$ cat config.mk
export PLATFORM = sky130hd
export DESIGN_NAME = arbitro_divisor
export DESIGN_NICKNAME = d
export VERILOG_FILES = /design/src/rtl/arbitro_divisor.sv
export SDC_FILE = /design/constraint.sdc
export NUM_CORES = 1
export LEC_CHECK = 0
export BUFFER_PORTS_ARGS = -buffer_cell sky130_fd_sc_hd__buf_2
export CORE_UTILIZATION = 35
export CTS_BUF_LIST = sky130_fd_sc_hd__clkbuf_8
export CTS_CLUSTER_SIZE = 24
export DETAILED_ROUTE_END_ITERATION = 6
export PLACE_DENSITY = 0.59
export REMOVE_ABC_BUFFERS = 1
export SYNTH_ARGS = -nofsm -noshare
export SYNTH_HDL_FRONTEND = slang
export SYNTH_SLANG_ARGS = --single-unit
$ cat constraint.sdc
create_clock -name clk -period 2.8 [get_ports clk]
set_input_delay 0.28 -clock clk [delete_from_list [all_inputs] [get_ports clk]]
set_output_delay 0.28 -clock clk [all_outputs]
set_load 0.005 [all_outputs]
$ cat src/rtl/arbitro_divisor.sv
// Round-robin arbiter/sequencer sharing one divider among N_REQ requesters.
// Grants one request, drives the divider under a watchdog, returns a one-hot tagged result.
module arbitro_divisor #(
    parameter int N_REQ   = 4,
    parameter int LARGURA = 8,
    parameter int TIMEOUT = 31
) (
    input  logic                       clk,
    input  logic                       rst,
    input  logic [N_REQ-1:0]           req,
    input  logic [N_REQ*LARGURA-1:0]   dividendo_in,
    input  logic [N_REQ*LARGURA-1:0]   divisor_in,
    output logic [N_REQ-1:0]           ack,
    output logic [N_REQ-1:0]           valid_out,
    output logic [LARGURA-1:0]         quociente_out,
    output logic [LARGURA-1:0]         resto_out,
    output logic                       div_zero_out,
    output logic                       overflow_out,
    output logic                       timeout_out,
    output logic                       ocupado,
    output logic [LARGURA-1:0]         div_dividendo,
    output logic [LARGURA-1:0]         div_divisor,
    output logic                       div_start,
    output logic                       div_abort,
    input  logic [LARGURA-1:0]         div_quociente,
    input  logic [LARGURA-1:0]         div_resto,
    input  logic                       div_done,
    input  logic                       div_div_zero,
    input  logic                       div_overflow
);
    localparam int IDX_W = (N_REQ > 1) ? $clog2(N_REQ) : 1;
    localparam int unsigned NR = N_REQ;
    localparam logic [7:0] LIMITE = 8'(TIMEOUT);

    typedef enum logic [1:0] {OCIOSO, INICIA, AGUARDA, ENTREGA} estado_t;

    estado_t            estado;
    logic [IDX_W-1:0]   ult;
    logic [IDX_W-1:0]   sel;
    logic [IDX_W-1:0]   vencedor;
    logic [IDX_W-1:0]   idx;
    logic               tem_req;
    logic [LARGURA-1:0] dividendo_q;
    logic [LARGURA-1:0] divisor_q;
    logic [7:0]         wd;
    logic [LARGURA-1:0] dvd_arr [N_REQ];
    logic [LARGURA-1:0] dvs_arr [N_REQ];

    for (genvar g = 0; g < N_REQ; g++) begin : g_unpack
        assign dvd_arr[g] = dividendo_in[g*LARGURA +: LARGURA];
        assign dvs_arr[g] = divisor_in[g*LARGURA +: LARGURA];
    end

    // Search starts one past the last grant; first asserted request wins.
    always_comb begin
        vencedor = ult;
        tem_req  = 1'b0;
        idx      = '0;
        for (int unsigned k = 1; k <= NR; k++) begin
            idx = IDX_W'((32'(ult) + k) % NR);
            if (!tem_req && req[idx]) begin
                tem_req  = 1'b1;
                vencedor = idx;
            end
        end
    end

    assign ocupado       = (estado != OCIOSO);
    assign div_dividendo = dividendo_q;
    assign div_divisor   = divisor_q;

    always_ff @(posedge clk or posedge rst) begin
        if (rst) begin
            estado        <= OCIOSO;
            ult           <= IDX_W'(N_REQ - 1);
            sel           <= '0;
            dividendo_q   <= '0;
            divisor_q     <= '0;
            wd            <= '0;
            ack           <= '0;
            valid_out     <= '0;
            quociente_out <= '0;
            resto_out     <= '0;
            div_zero_out  <= 1'b0;
            overflow_out  <= 1'b0;
            timeout_out   <= 1'b0;
            div_start     <= 1'b0;
            div_abort     <= 1'b0;
        end else begin
            ack       <= '0;
            valid_out <= '0;
            div_start <= 1'b0;
            div_abort <= 1'b0;
            case (estado)
                OCIOSO: begin
                    if (tem_req) begin
                        sel           <= vencedor;
                        ult           <= vencedor;
                        dividendo_q   <= dvd_arr[vencedor];
                        divisor_q     <= dvs_arr[vencedor];
                        ack[vencedor] <= 1'b1;
                        div_start     <= (dvs_arr[vencedor] != '0);
                        estado        <= INICIA;
                    end
                end
                INICIA: begin
                    if (divisor_q == '0) begin
                        quociente_out  <= '1;
                        resto_out      <= dividendo_q;
                        div_zero_out   <= 1'b1;
                        overflow_out   <= 1'b0;
                        timeout_out    <= 1'b0;
                        valid_out[sel] <= 1'b1;
                        estado         <= ENTREGA;
                    end else begin
                        wd     <= '0;
                        estado <= AGUARDA;
                    end
                end
                AGUARDA: begin
                    // done is checked first so it wins a tie with the watchdog
                    if (div_done) begin
                        quociente_out  <= div_quociente;
                        resto_out      <= div_resto;
                        div_zero_out   <= div_div_zero;
                        overflow_out   <= div_overflow;
                        timeout_out    <= 1'b0;
                        valid_out[sel] <= 1'b1;
                        estado         <= ENTREGA;
                    end else if (wd + 8'd1 == LIMITE) begin
                        quociente_out  <= '0;
                        resto_out      <= '0;
                        div_zero_out   <= 1'b0;
                        overflow_out   <= 1'b0;
                        timeout_out    <= 1'b1;
                        valid_out[sel] <= 1'b1;
                        div_abort      <= 1'b1;
                        estado         <= ENTREGA;
                    end else begin
                        wd <= wd + 8'd1;
                    end
                end
                ENTREGA: begin
                    estado <= OCIOSO;
                end
                default: estado <= OCIOSO;
            endcase
        end
    end
endmodule

After elaboration in Yosys (flattened, before gate mapping)
Cells that the tools add are included.
{"block": "classes", "add_sub_neg": 5, "n_lt_le_gt_ge": 9, "eq_ne": 10, "n_mux": 63, "bitwise": 1, "reduce_logical": 17}
{"operator": "$mux 8", "n": 12}
{"operator": "$pmux 8 s2", "n": 3}
{"operator": "$bmux 8 s2", "n": 2}
{"operator": "$mux 1", "n": 23}
{"operator": "$mux 4", "n": 5}
{"operator": "$lt 2x3->1 const B", "n": 6}
{"operator": "$mux 2", "n": 7}
{"operator": "$ne 2x2->1 const B", "n": 5}
{"operator": "$add 8x1->8 const B", "n": 1}
{"operator": "$bmux 1 s2", "n": 4}
{"operator": "$eq 8x5->1 const B", "n": 1}
{"operator": "$logic_not 8->1", "n": 1}
{"operator": "$pmux 2 s4", "n": 1}
{"operator": "$pmux 4 s2", "n": 1}
{"operator": "$reduce_bool 8->1", "n": 1}
{"operator": "$pmux 1 s2", "n": 3}
{"operator": "$logic_and 1x1->1", "n": 5}
{"operator": "$add 2x1->2 const B", "n": 2}
{"operator": "$add 2x2->2 const B", "n": 2}
{"operator": "$demux 1 s2", "n": 2}
{"operator": "$eq 2x2->1 const B", "n": 2}
{"operator": "$ge 2x1->1 const B", "n": 2}
{"operator": "$reduce_and 2->1", "n": 2}
{"operator": "$reduce_and 4->1", "n": 1}
{"operator": "other kinds (8)", "n": 11}
{"block": "word_totals", "register_bits": 59, "input_bits": 89, "out_inout_bits": 46, "wordCells": 120}

Depth between registers and ports, before layout
Gate-level depths: netlist (run 1).
{"block": "logic_depth", "ltp_word": 20, "depth_mapped": 11}

Worst setup path before layout (run 1)
No wires, ideal clock.
{"block": "synth_path", "path_kind": "register to register", "startpoint": "register wd[0]", "endpoint": "register quociente_out[5]", "arrival_time_ps": 2065, "t_required_ps": 2682, "slack_ps": 617, "path_stages_with_launch": 10, "path_cell_list": "dfrtp_1 > ha_1 > xor2_1 > nand4b_1 > nor4b_4 > a21oi_4 > or2_1 > buf_6 > buf_8 > a21o_1"}
{"block": "synth_between", "elab_chain_cells": 4}
{"item": "from (decl)", "line": "45", "text": "logic [7:0] wd;"}
{"item": "from (signal assigned)", "line": "140", "text": "wd <= wd + 8'd1;"}
{"item": "$add 8x1->8", "line": "130", "text": "end else if (wd + 8'd1 == LIMITE) begin"}
{"item": "$eq 8x5->1", "line": "130"}
{"item": "$ne 3x3->1 (no line)"}
{"item": "$reduce_and 3->1 (no line)"}
{"item": "to (signal assigned)", "line": "123", "text": "quociente_out <= div_quociente;"}
{"item": "to (decl)", "line": "15", "text": "output logic [LARGURA-1:0] quociente_out,"}
No other way between the ends.
A chain may end at the register's enable or synchronous reset.

Worst setup path after layout (run 1)
{"block": "layout_path", "startpoint": "register wd[0]", "endpoint": "register resto_out[5]"}
{"block": "layout_between", "elab_chain_cells": 4}
{"item": "$add 8x1->8", "line": "130"}
{"item": "$eq 8x5->1", "line": "130"}
{"item": "$ne 3x3->1 (no line)"}
{"item": "$reduce_and 3->1 (no line)"}
{"item": "to (signal assigned)", "line": "109", "text": "resto_out <= dividendo_q;"}
{"item": "to (signal assigned)", "line": "124", "text": "resto_out <= div_resto;"}
{"item": "to (decl)", "line": "16", "text": "output logic [LARGURA-1:0] resto_out,"}
No other way between the ends.

==> impl_metrics.tcl, run 1 <==
set metrics [dict create \
    area.growth.synth_to_final_pct 31.98 \
    detail_route.wirelength_um 7416 \
    synthesis.yosys.warnings 0 \
    period_minus_slack_ns 2.464 \
    routed-via-count 2806 \
    max_slew_margin_pct 60.61 \
    globalRouteMet2Util_pct 27.68 \
    routedWlPerCell_um 12.72 \
    detailed_place_hpwl_um 5662 \
    global_route_usage_over_all_layers_pct 16.19 \
    rsz0062_at_grt "false" \
    design.core.area_um2 8763 \
    timing.fmax_ghz 0.4058 \
    synthFlopType "sky130_fd_sc_hd__dfrtp_1" \
    final_antenna_net_count 0 \
    required_ns 3.00 \
    clock_latency_ns 0.33 \
    clk_buf_depth 2 \
    crit_path_max_fanout 28 \
    grt_util_met1_pct 19.28 \
    power.ir.vdd_worst_v 0.0003485 \
    synthesis.area_um2 3173 \
    cts-hold-fix-buffers 0 \
    cts_tree "yes" \
    yosys-top-cells-area "sky130_fd_sc_hd__dfrtp_1, sky130_fd_sc_hd__nand2_1, sky130_fd_sc_hd__mux2i_1" \
    syn_inst 333 \
    report.final.setup_viol 0 \
    drt_first_pass_iters 4 \
    drv.max_cap_violation_count 0 \
    crit_path_start_kind "flip-flop" \
    via_count_of_the_first_global_routing_pass 2703 \
    r2r-start "wd[0]" \
    fin_skew_ns 0.01005 \
    ctsResizeCount 0 \
    fin_util_pct 47.79 \
    reg2reg_setup_slack_ns 0.34 \
    hold_class "input pin to asynchronous set/reset pin" \
    synth_largest_type_area_fraction_pct 44.95 \
    pin_count_of_the_biggest_net_entering_global_routing 32 \
    die_x_um 97.22 \
    slowest_stage "sky130_fd_sc_hd__dfrtp_1" \
    htreeDepth 3 \
    crit_path_cell_trace "ha_1 > xor2_1 > nand4b_1 > nor4b_4 > a21oi_4 > or2_1 > buf_4 > a221oi_1 > a21oi_1" \
    drive_above_1_share_pct 39.16 \
    synthDominantAreaCellType "sky130_fd_sc_hd__dfrtp_1" \
    synthMostInstantiatedCell "sky130_fd_sc_hd__nand2_1" \
    path_clk_slew_ns 0.07 \
    cp_data_arrival_time_ns 2.67 \
    synth_edf_count 0 \
    drt_drc_violations_left 0 \
    timing_max_transition_violations_final 0 \
    synth_sequential_area_ratio_pct 46.61 \
    antenna_found_initial 0 \
    dieArea_um2 9451 \
    rows 34 \
    aggregate_global_routing_overflow 0 \
    diodes 0 \
    clock_sinks 59 \
    filler_cell_count 879 \
    synth-seq-cells 59 \
    buffer_ports.inserted 134 \
    timing.final.crit_share_pct 88.00 \
    outcome "completed" \
    postSynth.asyncResetShare_pct 100.0 \
    clock_buffer_count_from_cts 9 \
    setup.worst_path.end_class "flip-flop" \
    cellPowerDensity_nw_per_um2 1028 \
    met3_usage_pct 4.245 \
    finalHoldViolations 0 \
    floorplan.die.height_um 97.22 \
    initial_utilization_pct 36.21 \
    post_synth_num_cell_types 49 \
    mean_syn_cell_area_um2 9.529 \
    fin_tns_setup_ns 0 \
    routed_via_density 4.813 \
    detailedRoute.firstIterationViolations 92 \
    power.leakage_uw 0.002175 \
    most_used_standard_cells_in_the_synthesized_netlist "sky130_fd_sc_hd__nand2_1, sky130_fd_sc_hd__dfrtp_1, sky130_fd_sc_hd__o21ai_0" \
    post_cts_setup_buffers 0 \
    first_pass_grt_wire_length_um 12300 \
    fin_nets 564 \
    crit_buf_inv 1 \
    global_route.peak_usage_layer "met2" \
    slowest_delay_ns 0.43 \
    gpl.final_weighted_congestion 0.7726 \
    clock-root-buffer "sky130_fd_sc_hd__clkbuf_8" \
    timing.setup.critical_path_class "flip-flop to flip-flop" \
    timing.critical_path.max_delay_family "simple AND/OR/NAND/NOR gates" \
    ioPinCount 135 \
    worst_pin_slew_ns 0.5900 \
    critPathLaunch "wd[0]" \
]
final timing paths:
path | cells past startpoint | end
min in group clk | 3 | quociente_out[6]
worst max register to register | 9 | resto_out[5]
max in group asynchronous | 3 | ult[0]
worst min register to register | 2 | quociente_out[0]
worst max-delay path | 9 | resto_out[5]
worst min-delay path | 2 | resto_out[3]
final cells by class:
type,instances,area (µm²),share of cell area (%)
inverter,20,75.07,1.793
clock inverter,5,76.32,1.823
clock buffer,11,151.4,3.615
tap,108,135.1,3.227
sequential,59,1479,35.32
timing repair buffer,142,730.7,17.45
multi-input combinational,238,1540,36.78
power by group:
| group | total [µW] | switching, µW | internal (µW) |
|---|---|---|---|
| sequential | 1450 | 232 | 1220 |
| clock | 866 | 321 | 545 |
| combinational | 1990 | 1080 | 908 |
| total | 4310 | 1640 | 2670 |
cell usage in the layout (no fill, tap or decap), types with 2 or more instances in the layout:
cell / count
sky130_fd_sc_hd__a221oi_1: 8
sky130_fd_sc_hd__bufinv_16: 2
sky130_fd_sc_hd__a2bb2oi_1: 2
sky130_fd_sc_hd__dfstp_2: 2
sky130_fd_sc_hd__nor3_1: 7
sky130_fd_sc_hd__xor2_1: 3
sky130_fd_sc_hd__dfrtp_1: 57
sky130_fd_sc_hd__o21a_1: 2
sky130_fd_sc_hd__inv_1: 19
sky130_fd_sc_hd__mux2i_1: 23
sky130_fd_sc_hd__mux2_2: 16
sky130_fd_sc_hd__o21ai_0: 45
sky130_fd_sc_hd__ha_1: 5
sky130_fd_sc_hd__nor3b_1: 2
sky130_fd_sc_hd__a21o_1: 5
sky130_fd_sc_hd__buf_4: 8
sky130_fd_sc_hd__buf_2: 134
sky130_fd_sc_hd__a21oi_1: 16
sky130_fd_sc_hd__and2_1: 2
sky130_fd_sc_hd__clkbuf_8: 11
sky130_fd_sc_hd__nand2_1: 64
sky130_fd_sc_hd__nand2b_1: 3
sky130_fd_sc_hd__nand3_1: 3
sky130_fd_sc_hd__nor2_1: 8
per-layer routing:
layer  routed length (µm)  vias up
met5                    0        -
met4                  103        0
met3                  464       10
met2                 3593       87
met1                 3255     1276
li1                     -     1433
cell families after synthesis:
family	Yosys count	share of synthesized area [%]
AOI/OAI and AO/OA	88	16.76
xor gates and xnor gates	4	1.341
adders and majority gates	5	1.972
buffers and inverters	36	5.284
DFF	59	46.61
muxes	39	12.93
and+or+nand+nor	102	15.10
registers in the layout (all words and copies together), names as in the netlist, 2 cells and up:
register,count
div_dividendo,8
div_divisor,8
quociente_out,8
resto_out,8
wd,8
ack,4
valid_out,4
estado,2
sel,2
ult,2
through the flow:
stage,cells,total power (µW),setup WS [ns],area [µm²],hold slack [ns]
after floorplan,317,2769,-2.074,3080,0.4160
after global placement,567,3442,0.4599,3960,0.3839
after detailed placement,567,3492,0.3679,3960,0.3878
after CTS,583,4379,0.3427,4188,0.01577
after global routing,583,4678,0.1394,4188,0.05374
final,583,4306,0.3360,4188,0.004391
No activity file was read; power rests on OpenSTA's default activity.
==> inputs of run 2 (changes only) <==
- CORE_UTILIZATION: 35 -> 45
- PLACE_DENSITY: 0.59 -> 0.73
==> impl_metrics.tcl, run 2 (same netlist as run 1, synthesis figures left out) <==
set metrics [dict create \
    clock_latency_ns 0.33 \
    detailedRoute.firstIterationViolations 120 \
    area.growth.synth_to_final_pct 28.94 \
    clock_sinks 59 \
    timing.fmax_ghz 0.4017 \
    required_ns 2.99 \
    detail_route.wirelength_um 7370 \
    drv.max_cap_violation_count 0 \
    routedWlPerCell_um 12.93 \
    drive_above_1_share_pct 38.61 \
    report.final.setup_viol 0 \
    via_count_of_the_first_global_routing_pass 2738 \
    design.core.area_um2 6794 \
    timing_max_transition_violations_final 0 \
    antenna_found_initial 0 \
    crit_path_max_fanout 20 \
    number_of_placed_instances_with_taps_included 554 \
    setup.worst_path.end_class "flip-flop" \
    timing.final.crit_share_pct 88.90 \
    rows 30 \
    worst_pin_slew_ns 0.7448 \
    dieArea_um2 7391 \
    power.ir.vdd_worst_v 0.0004244 \
    crit_path_cell_trace "o21a_1 > a21oi_1 > o21ai_4 > buf_4 > mux2_2 > o21ai_0 > o21ai_0" \
    cts_tree "yes" \
    crit_path_start_kind "flip-flop" \
    layout.cells.most_common "sky130_fd_sc_hd__buf_2" \
    die_x_um 85.97 \
    worst_case_setup_slack_after_placement_ns 0.2250 \
    cp_data_arrival_time_ns 2.68 \
    cts-hold-fix-buffers 0 \
    diodes 0 \
    power.leakage_uw 0.002151 \
    mostFrequentLayoutCells "sky130_fd_sc_hd__buf_2, sky130_fd_sc_hd__nand2_1, sky130_fd_sc_hd__dfrtp_1" \
    clk_buf_depth 2 \
    drt_first_pass_iters 4 \
    rsz0062_at_grt "false" \
    final_cells 570 \
    filler_cell_count 578 \
    final.setup.worst_slack_ns 0.3107 \
    gpl.final_weighted_congestion 0.8312 \
    timing.setup.critical_path_class "flip-flop to flip-flop" \
    slowest_delay_ns 0.58 \
    ioPinCount 135 \
    outcome "completed" \
    cellPowerDensity_nw_per_um2 992.3 \
    fin_nets 563 \
    initial_utilization_pct 46.70 \
    clock-root-buffer "sky130_fd_sc_hd__clkbuf_8" \
    most_frequent_cell_on_the_critical_path "sky130_fd_sc_hd__o21ai_0" \
    finalHoldViolations 0 \
    hold_class "input pin to asynchronous set/reset pin" \
    floorplan.die.height_um 85.97 \
    global_route_usage_over_all_layers_pct 21.66 \
    period_minus_slack_ns 2.489 \
    path_clk_slew_ns 0.07 \
    slowest_stage "sky130_fd_sc_hd__o21ai_4" \
    aggregate_global_routing_overflow 0 \
    htreeDepth 3 \
    detailed_place_hpwl_um 5577 \
    buffer_ports.inserted 134 \
    multiInputGateArea_um2 1540 \
    fin_skew_ns 0.005613 \
    routed_via_density 5.007 \
    drt_drc_violations_left 0 \
    ff_latch_area_um2 1479 \
    routed-via-count 2854 \
    pin_count_of_the_biggest_net_entering_global_routing 60 \
    final_antenna_net_count 0 \
    post-layout-total-power_uw 4060 \
    max_slew_margin_pct 50.34 \
    first_pass_grt_wire_length_um 12440 \
    clock_buffer_count_from_cts 9 \
]
-- run 2: cell types whose count changed in the layout (fill, tap and decap cells not counted), sizes merged --
cell      before  now
buf          142  141
bufinv         2    0
clkbuf        11    9
clkinv         2    4
clkinvlp       1    0
inv           20   23
-- run 2: report_power, final --
part | leakage [µW] | internal, µW | switching [µW] | total, µW
combinational | 0.00132 | 900 | 1080 | 1980
sequential | 0.000733 | 1220 | 246 | 1460
clock | 0.0000977 | 303 | 316 | 619
total | 0.00215 | 2420 | 1640 | 4060
-- run 2: cell type report --
class	instances	share of cell area (%)
clock buffer	9	3.028
clock inverter	7	0.7339
inverter	20	1.835
multi-input combinational	238	37.65
sequential	59	36.15
tap	96	2.936
timing repair buffer	141	17.68
-- run 2: what timing repair did --
| action | CTS | global route |
|---|---|---|
| setup buffers | 0 | 0 |
| endpoints found under the setup margin | 0 | 1 |
| gates resized for setup | 0 | 1 |
-- run 2: metal layers --
| metal | GRT usage (%) | share of wire (%) | wire [µm] |
|---|---|---|---|
| met2 | 35.28 | 47 | 3477 |
| met1 | 27.37 | 45 | 3305 |
| met3 | 6.352 | 6.8 | 498 |
| met5 | 0 | 0 | 0 |
| met4 | 7.879 | 1.2 | 89 |
-- run 2: path summary, 6_finish.rpt --
check	slack, ns	cells past startpoint	from	endpoint
worst min register to register	0.47	2	quociente_out[4]	quociente_out[4]
worst max-delay path	0.31	7	ult[0]	div_dividendo[7]
min in group clk	0.17	3	div_quociente[2]	quociente_out[2]
max in group asynchronous	2.15	3	rst	wd[3]
worst min-delay path	0.14	3	rst	quociente_out[6]
worst max register to register	0.31	7	ult[0]	div_dividendo[7]
-- run 2: worst max-delay path: cells and delay by family, from the launching register on --
kind	cells	cell delay, ns
AOI/OAI and AO/OA	5	1.05
DFF	1	0.54
buffers and inverters	1	0.39
muxes	1	0.36
-- run 2: through the flow --
stage / hold WS (ns) / instance area, µm² / utilization (%) / setup TNS (ns)
after floorplan: 0.4160 / 3080 / - / -40.57
after global placement: 0.4489 / 3938 / 57.96 / 0
after detailed placement: 0.4520 / 3938 / 57.96 / 0
after CTS: 0.1521 / 4091 / 60.22 / 0
after global routing: 0.1586 / 4091 / 60.22 / 0
final: 0.1352 / 4091 / 60.22 / 0
==> inputs of run 3 (changes only) <==
- ABC_AREA: not set -> 1
- PLACE_DENSITY: 0.73 -> 0.72
- clock period: 2.8 -> 2.5 ns (I/O delays scaled with it)
==> impl_metrics.tcl, run 3 <==
set metrics [dict create \
    drt_drc_violations_left 0 \
    report.final.setup_viol 0 \
    critPathLaunch "ult[0]" \
    post-layout-total-power_uw 6608 \
    synthMostInstantiatedCell "sky130_fd_sc_hd__nand2_1" \
    setup.worst_path.end_class "flip-flop" \
    outcome "completed" \
    detailedRoute.firstIterationViolations 78 \
    worstReg2RegEnd "div_start" \
    cts_tree "yes" \
    clk_buf_depth 2 \
    timing_max_transition_violations_final 0 \
    global_route_usage_over_all_layers_pct 23.52 \
    timing.critical_path.to "div_start" \
    area.growth.synth_to_final_pct 28.81 \
    post_cts_setup_buffers 0 \
    mostFrequentLayoutCells "sky130_fd_sc_hd__nand2_1, sky130_fd_sc_hd__buf_2, sky130_fd_sc_hd__dfrtp_1" \
    worst-r2r-cell-count 17 \
    routed-via-count 3470 \
    timing.fmax_ghz 0.4483 \
    detailed_place_hpwl_um 6975 \
    crit_path_max_fanout 16 \
    syn_inst 459 \
    floorplan.die.height_um 89.54 \
    fin_nets 690 \
    synth_sequential_area_ratio_pct 42.89 \
    routedWlPerCell_um 12.91 \
    cellPowerDensity_nw_per_um2 1488 \
    period_minus_slack_ns 2.231 \
    met1Wirelength_um 4167 \
    final.setup.worst_slack_ns 0.2692 \
    fin_tns_setup_ns 0 \
    ioPinCount 135 \
    met3_wire_length_um 613 \
    postSynth.asyncResetShare_pct 100.0 \
    rows 31 \
    path_clk_slew_ns 0.07 \
    mean_syn_cell_area_um2 7.513 \
    synthesis.area_um2 3448 \
    pin_count_of_the_biggest_net_entering_global_routing 32 \
    routed_via_density 4.957 \
    timing.setup.critical_path_class "flip-flop to flip-flop" \
    r2r-start "ult[0]" \
    yosys-top-cells-area "sky130_fd_sc_hd__dfrtp_1, sky130_fd_sc_hd__nand2_1, sky130_fd_sc_hd__nand3_1" \
    drt_first_pass_iters 5 \
    initial_utilization_pct 47.04 \
    worst_case_setup_slack_after_placement_ns 0.1520 \
    via_count_of_the_first_global_routing_pass 3137 \
    power.leakage_uw 0.002449 \
    crit_path_start_kind "flip-flop" \
    clock_sinks 59 \
    rsz0062_at_grt "false" \
    synth-seq-cells 59 \
    dr_wl_met2_um 4133 \
    detail_route.wirelength_um 9035 \
    worst_pin_slew_ns 0.6887 \
    aggregate_global_routing_overflow 0 \
    synthFlopType "sky130_fd_sc_hd__dfrtp_1" \
    finalHoldViolations 0 \
    htreeDepth 3 \
    synth_edf_count 0 \
    hold_class "input pin to asynchronous set/reset pin" \
    design.core.area_um2 7331 \
    layout.cells.most_common "sky130_fd_sc_hd__nand2_1" \
    synthesis.yosys.warnings 0 \
    highest_routed_metal_layer "met4" \
    antenna_found_initial 0 \
    synthDominantAreaCellType "sky130_fd_sc_hd__dfrtp_1" \
    post_synth_num_cell_types 39 \
    most_used_standard_cells_in_the_synthesized_netlist "sky130_fd_sc_hd__nand2_1, sky130_fd_sc_hd__dfrtp_1, sky130_fd_sc_hd__nor2_1" \
    first_pass_grt_wire_length_um 14340 \
    gpl.final_weighted_congestion 0.8853 \
    dieArea_um2 8017 \
    required_ns 2.72 \
    max_slew_margin_pct 54.02 \
    die_x_um 89.54 \
    power.ir.vdd_worst_v 0.0009304 \
    diodes 0 \
    timing.final.crit_share_pct 89.23 \
    clock_latency_ns 0.34 \
    fin_skew_ns 0.008981 \
    synth_largest_type_area_fraction_pct 41.36 \
    reg2reg_setup_slack_ns 0.27 \
    clock_buffer_count_from_cts 9 \
    buffer_ports.inserted 134 \
    drv.max_cap_violation_count 0 \
    drive_above_1_share_pct 32.11 \
    cp_data_arrival_time_ns 2.45 \
    final_antenna_net_count 0 \
    clock-root-buffer "sky130_fd_sc_hd__clkbuf_8" \
]
[run 3: cell types whose count changed after synthesis, moves of 6 or more]
cell / before / now
sky130_fd_sc_hd__a21oi_1: 16 / 25
sky130_fd_sc_hd__nand2_2: 0 / 13
sky130_fd_sc_hd__nand2_1: 64 / 169
sky130_fd_sc_hd__nand4_1: 0 / 6
sky130_fd_sc_hd__nand3_1: 3 / 28
sky130_fd_sc_hd__a221oi_1: 8 / 0
sky130_fd_sc_hd__nand2_4: 0 / 8
sky130_fd_sc_hd__nor2_1: 9 / 36
sky130_fd_sc_hd__mux2i_1: 23 / 0
sky130_fd_sc_hd__mux2_2: 16 / 0
sky130_fd_sc_hd__a31oi_1: 1 / 8
sky130_fd_sc_hd__o21ai_0: 46 / 24
[run 3: final cells by class]
cell class | count | area, µm²
fillers | 701 | 2889
multi-input cells | 354 | 1758
flip-flops and latches | 59 | 1483
repair buffers | 142 | 743.2
inverters | 30 | 125.1
clock buffers | 9 | 123.9
well taps | 99 | 123.9
clock inverters | 7 | 85.08
[run 3: where the power goes]
group          leakage, µW  switching [µW]  internal, µW  total (µW)
Sequential        0.000736             284          1380        1660
Combinational      0.00160            2580          1440        4020
Clock             0.000112             378           550         928
Total              0.00245            3250          3360        6610
[run 3: worst min path at each step]
stage	endpoint	slack [ns]	depth (start not counted)
6_report	div_dividendo[1]	0.02	2
5_1_grt	div_dividendo[3]	0.05	2
4_1_cts	div_divisor[3]	0.02	2
3_5_place_dp	ack[1]	0.39	2
3_3_place_gp	ack[1]	0.39	2
2_1_floorplan	div_abort	0.33	1
[run 3: what timing repair did]
item,in CTS,in global routing
resized for setup,0,3
hold buffers,0,0
endpoints found under the setup margin,0,6
[run 3: kinds of logic (layout without fill, tap and decap cells)]
kind of cell	after synthesis	after routing	synth area share [%]
flops	59	59	42.89
compound gates	72	72	11.90
buf+inv	46	188	6.422
xor+xnor	6	6	1.524
fa+ha+maj	5	5	1.814
simple gates	271	271	35.45
[run 3: metrics by stage]
stage / cells / instance area, µm² / hold WS (ns) / utilization, %
6_report: 700 / 4442 / 0.01556 / 60.59
5_1_grt: 700 / 4442 / 0.05338 / 60.59
4_1_cts: 700 / 4428 / 0.02299 / 60.40
3_5_place_dp: 684 / 4219 / 0.3882 / 57.55
3_3_place_gp: 684 / 4219 / 0.3853 / 57.55
2_1_floorplan: 443 / 3352 / 0.3279 / -
[run 3: per-layer routing]
metal  track usage (%)  vias to the layer above
met2             37.47                      132
li1                  -                     1763
met4             8.369                        0
met1             31.56                     1563
met5                 0                        -
met3             5.171                       12
[run 3: worst max-delay path: stages, from the launching register on]
cell	delay, ns
sky130_fd_sc_hd__dfstp_4	0.71
sky130_fd_sc_hd__inv_8	0.07
sky130_fd_sc_hd__nand2_1	0.07
sky130_fd_sc_hd__nand2_2	0.07
sky130_fd_sc_hd__nand2_2	0.07
sky130_fd_sc_hd__nand2_2	0.06
sky130_fd_sc_hd__nand2_4	0.12
sky130_fd_sc_hd__nand2_4	0.07
sky130_fd_sc_hd__nand2_4	0.10
sky130_fd_sc_hd__nand2_4	0.14
sky130_fd_sc_hd__nand2_1	0.10
sky130_fd_sc_hd__nand2_1	0.05
sky130_fd_sc_hd__nand2_1	0.09
sky130_fd_sc_hd__nand2_1	0.06
sky130_fd_sc_hd__nor2_1	0.10
sky130_fd_sc_hd__nand2_1	0.06
sky130_fd_sc_hd__nor2_1	0.10
sky130_fd_sc_hd__nor2_1	0.05
